**src/rtl/adder_vector_logger.sv**
```systemverilog
// Captures half-adder pin samples as {a, b, sum} vector words, counts sums that
// disagree with a locally computed result, then drains the words over a valid/ready port.
module adder_vector_logger #(
    parameter int DEPTH = 6,
    parameter int AW    = 3
) (
    input  logic          clk,
    input  logic          rst,
    input  logic          start,
    input  logic          stop,
    input  logic          sample_valid,
    input  logic          a,
    input  logic          b,
    input  logic [1:0]    sum,
    input  logic          rd_ready,
    output logic          rd_valid,
    output logic [3:0]    rd_data,
    output logic          rd_last,
    output logic          busy,
    output logic          full,
    output logic [AW:0]   cap_count,
    output logic [AW:0]   err_count
);

    // state     | meaning
    // S_IDLE    | waiting for start; counters hold results of the last run
    // S_CAPTURE | storing one word per sample_valid
    // S_DRAIN   | presenting mem[rd_ptr] until the last word is accepted
    typedef enum logic [1:0] {
        S_IDLE    = 2'd0,
        S_CAPTURE = 2'd1,
        S_DRAIN   = 2'd2
    } state_t;

    localparam logic [AW:0] LAST_IDX = (AW+1)'(DEPTH - 1);
    localparam logic [AW:0] ONE      = (AW+1)'(1);

    state_t        state;
    state_t        state_nxt;
    logic [3:0]    mem [DEPTH];
    logic [AW-1:0] wr_ptr;
    logic [AW-1:0] rd_ptr;
    logic          wr_en;
    logic          last_wr;
    logic          rd_fire;
    logic          sum_bad;

    assign wr_en   = (state == S_CAPTURE) && sample_valid;
    assign last_wr = wr_en && (cap_count == LAST_IDX);
    assign rd_fire = (state == S_DRAIN) && rd_ready;
    assign sum_bad = (sum != {a & b, a ^ b});

    always_ff @(posedge clk) begin
        if (rst) begin
            state <= S_IDLE;
        end else begin
            state <= state_nxt;
        end
    end

    always_comb begin
        state_nxt = state;
        case (state)
            S_IDLE: begin
                if (start) state_nxt = S_CAPTURE;
            end
            S_CAPTURE: begin
                if (last_wr) begin
                    state_nxt = S_DRAIN;
                end else if (stop) begin
                    // An empty run has nothing to dump, so it goes straight back to idle.
                    state_nxt = (wr_en || (cap_count != '0)) ? S_DRAIN : S_IDLE;
                end
            end
            S_DRAIN: begin
                if (rd_fire && rd_last) state_nxt = S_IDLE;
            end
            default: state_nxt = S_IDLE;
        endcase
    end

    always_comb begin
        rd_valid = 1'b0;
        rd_data  = 4'd0;
        rd_last  = 1'b0;
        busy     = (state == S_CAPTURE) || (state == S_DRAIN);
        if (state == S_DRAIN) begin
            rd_valid = 1'b1;
            rd_data  = mem[rd_ptr];
            rd_last  = ({1'b0, rd_ptr} == (cap_count - ONE));
        end
    end

    always_ff @(posedge clk) begin
        if (wr_en) mem[wr_ptr] <= {a, b, sum};
    end

    always_ff @(posedge clk) begin
        if (rst) begin
            wr_ptr    <= '0;
            rd_ptr    <= '0;
            cap_count <= '0;
            err_count <= '0;
            full      <= 1'b0;
        end else begin
            if ((state == S_IDLE) && start) begin
                wr_ptr    <= '0;
                rd_ptr    <= '0;
                cap_count <= '0;
                err_count <= '0;
                full      <= 1'b0;
            end
            if (wr_en) begin
                wr_ptr    <= wr_ptr + 1'b1;
                cap_count <= cap_count + ONE;
                if (sum_bad) err_count <= err_count + ONE;
                if (last_wr) full <= 1'b1;
            end
            if (rd_fire) rd_ptr <= rd_ptr + 1'b1;
        end
    end

endmodule
```
**config.mk**
```make
export PLATFORM = sky130hd
export DESIGN_NAME = adder_vector_logger
export DESIGN_NICKNAME = d
export VERILOG_FILES = /design/src/rtl/adder_vector_logger.sv
export SDC_FILE = /design/constraint.sdc
export NUM_CORES = 1
export LEC_CHECK = 0
export CORE_MARGIN = 8
export CORE_UTILIZATION = 54
export CTS_CLUSTER_SIZE = 20
export DETAILED_ROUTE_END_ITERATION = 10
export PLACE_DENSITY = 0.79
export SLEW_MARGIN = 40
export SYNTH_ARGS = -nofsm -noshare
export SYNTH_HDL_FRONTEND = slang
export SYNTH_SLANG_ARGS = --single-unit
```
**constraint.sdc**
```tcl
create_clock -name clk -period 2 [get_ports clk]
set_input_delay 0.2 -clock clk [delete_from_list [all_inputs] [get_ports clk]]
set_output_delay 0.2 -clock clk [all_outputs]
set_load 0.01 [all_outputs]
```
==> metrics.md <==
| Metric | Value |
|---|---|
| Status | finished clean |
| Total iterations of the first detailed-routing run | 4 |
| Antenna-violating nets left | 0 |
| Total Routing Usage GR | 14.74% |
| Crit Path Category | reg -> out |
| Fin. max-slew vios | 0 |
| Die extent in y | 77.70 um |
| Final GP Congestion | 0.8103 |
| Routed wire length | approximately 4.5 mm |
| TritonCTS clock tree | yes |
| Largest net degree at the start of global routing | 16 |
| Area growth syn-to-layout | 28.55% |
| Register area share after synthesis | 54.53% |
| Port bufs | 25 |
| Setup TNS | 0 ns |
| Initial antenna violation count | 0 |
| Syn Nets | 196 |
| First-pass GRT wire length | slightly above 7 mm |
| CORE AREA | roughly 3700 um2 |
| Relative slew slack | 72.33% |
| R2r endpoint | state[0]$_SDFFE_PP0P_ |
| Worst Hold Class | reg -> reg |
| Vias | 1501 |
| # setup viols final | 0 |
| Main synth FF type | edfxtp_1 |
| Detailed Place HPWL | 3.289 mm |
| Worst Tran Pin Value | 0.4135 ns |
| Via-per-instance ratio | roughly 5.6 |
| Syn. warnings | 0 |
| Vias in the first global route | 1527 |
| FF-to-FF setup slack | 0.14 ns |
| Drt wl/cell | 17.01 um |
| Post-layout min period | 1.972 ns |
| I/O pins | 26 |
| Antenna cells | 0 |
| Crit path launch | cap_count[1]$_SDFFE_PP0P_ |
| Hold buffer count at CTS | 0 |
| Initial Util | 56.15% |
| Worst r2r path cells | 7 |
| Die area | 6037 um2 |
| Reg2reg start | cap_count[0]$_SDFFE_PP0P_ |
| Grt total ovfl | 0 |
| Worst Path Required | 1.80 ns |
| Max Cap Viol | 0 |
| Pwr Density | around 800 nW/um2 |
| Async set-reset flop share out of synthesis | 0% |
| Post-synth EDFFs | 24 |
| Clk root buf | clkbuf_8 |
| Detailed-route DRC error count | 0 |
| Post-synthesis cell area | 2056 um2 |
| Num CTS Buffers | 5 |
| Crit path arrival time | 1.77 ns |
| Final worst-path cycle share | 98.58% |
| Placed cell count | roughly 260 |
| CTS Sinks | 44 |
| CTS Buffer Depth | 2 |
| H-tree depth | 2 |
| Unique cell type count in the Yosys netlist | 39 |
| Layout cells sized above 1 | 18.81% |
| Hold Fails Final Rpt | 0 |
| #FFs+latches synth | 44 |
| FMAX | 0.5072 GHz |
| Final #Nets | 238 |
| Syn avg cell area | 11.75 um2 |
| CP endpoint kind | output pin |
| Startpoint class of the critical path | register |
| DRT iter0 DRCs | 115 |
| Die width | 77.70 um |
| Leak pwr | 1.018 nW |
| Clock transition at path regs | 0.07 ns |
| Crit path capture | rd_last |
| Gate count after technology mapping | 175 |
| Worst Skew | roughly 0.012 ns |
| Std cell rows | 22 |
| Clk_lat worst skew | 0.30 ns |
| RSZ-0062 raised after global routing | yes |
| Cell Count, Final, Fillers Out | 266 |
| Worst-path fanout max | 3 |
| Worst vdd ir | 0.0006301 V |
| Hold slack final | approximately 0.47 ns |
cells by family (layout without fill, tap and decap cells):
family / after synthesis / count (layout) / synth area share [%]
AO/OA/AOI/OAI: 32 / 32 / 11.02
XOR/XNOR: 5 / 5 / 2.130
adder cells (fa/ha/maj): 11 / 11 / 6.695
buffers and inverters: 14 / 57 / 2.617
flip-flops: 44 / 44 / 54.53
multiplexers: 10 / 10 / 7.365
AND/OR/NAND/NOR: 59 / 59 / 15.64
synthesized netlist by cell type, types with 3 or more instances:
master	count	area share [%]
dfxtp_1	20	19
ha_1	11	6.7
o211a_1	4	1.9
nand2_1	11	2.0
mux4_2	4	4.4
a21oi_1	13	3.2
nor2_1	21	3.8
o21ai_0	4	0.97
nand4b_1	3	1.3
mux2i_1	5	2.4
nor3_1	3	0.73
clkbuf_1	3	0.55
edfxtp_1	24	35
a22oi_1	3	1.1
inv_1	8	1.5
nand3b_1	3	1.1
nand3_1	3	0.73
xnor2_1	5	2.1
and2_1	3	0.91
final cells by class:
type | instances | area (um2)
clock buffer | 6 | 72.57
clock inverter | 2 | 60.06
fill | 253 | 1018
inverter | 8 | 30.03
multi-input combinational | 117 | 927.1
sequential | 44 | 1126
tap | 48 | 60.06
timing repair buffer | 41 | 366.6
cell usage in the layout (no fill, tap or decap), types with 4 or more instances in the layout:
cell             netlist  routed
inv_1                  8       8
buf_4                  0      16
a21oi_1               13      13
o21ai_0                4       4
ha_1                  11       9
dlygate4sd2_1          0       4
o211a_1                4       4
nor2_1                21      21
xnor2_1                5       4
mux2i_1                5       5
edfxtp_1              24      24
dfxtp_1               20      18
nand2_1               11      11
clkdlybuf4s50_1        0      20
mux4_2                 4       4
clkbuf_8               0       5
registers in the layout (all words and copies together) (netlist names), named ones only:
name       flops
err_count      4
rd_ptr         3
full           1
wr_ptr         3
mem           24
state          2
cap_count      4
per-layer routing:
metal	track usage (%)	wire [um]	vias to the layer above	share of wire [%]
li1	-	-	731	-
met1	16.88	1917	730	42
met2	25.65	2376	30	53
met3	3.571	155	10	3.4
met4	6.038	75	0	1.7
met5	0	0	-	0
worst max-delay path, cell delays in order (launching register included):
cell and delay, ns:
dfxtp_1 0.33, inv_1 0.07, ha_2 0.19, xnor2_2 0.16, and4b_4 0.23, o311a_4 0.38
buf_6 0.12
what timing repair did:
action,4_1_cts,5_1_grt
buffers inserted,0,1
resized for setup,10,9
endpoints found under the setup margin,5,4
pin swaps,0,1
through the flow:
stage / instance area, um2 / power (mW) / util [%] / worst slack (ns)
2_1_floorplan: 2056 / 1.204 / - / 0.1053
3_3_place_gp: 2455 / 1.323 / 67.05 / 0.02130
3_5_place_dp: 2455 / 1.335 / 67.05 / -0.06970
4_1_cts: 2596 / 2.105 / 70.92 / -0.1365
5_1_grt: 2643 / 2.191 / 72.18 / -0.03562
6_report: 2643 / 2.115 / 72.18 / 0.02840
power breakdown:
group	switching, mW	internal [mW]	leakage (nW)
clock	0.289	0.499	0.0654
sequential	0.0190	0.977	0.379
combinational	0.181	0.149	0.573
total	0.489	1.63	1.02
how the worst min path moves through the flow:
stage,start,to,slack (ns),cells past startpoint
3_5_place_dp,full$_SDFF_PP0_,full$_SDFF_PP0_,0.46,2
2_1_floorplan,sum[0],mem[0][0]$_DFFE_PP_,0.30,0
6_report,full$_SDFF_PP0_,full$_SDFF_PP0_,0.47,2
4_1_cts,full$_SDFF_PP0_,full$_SDFF_PP0_,0.48,2
5_1_grt,full$_SDFF_PP0_,full$_SDFF_PP0_,0.51,2
3_3_place_gp,full$_SDFF_PP0_,full$_SDFF_PP0_,0.44,2
(Power assumes the default switching activity.)
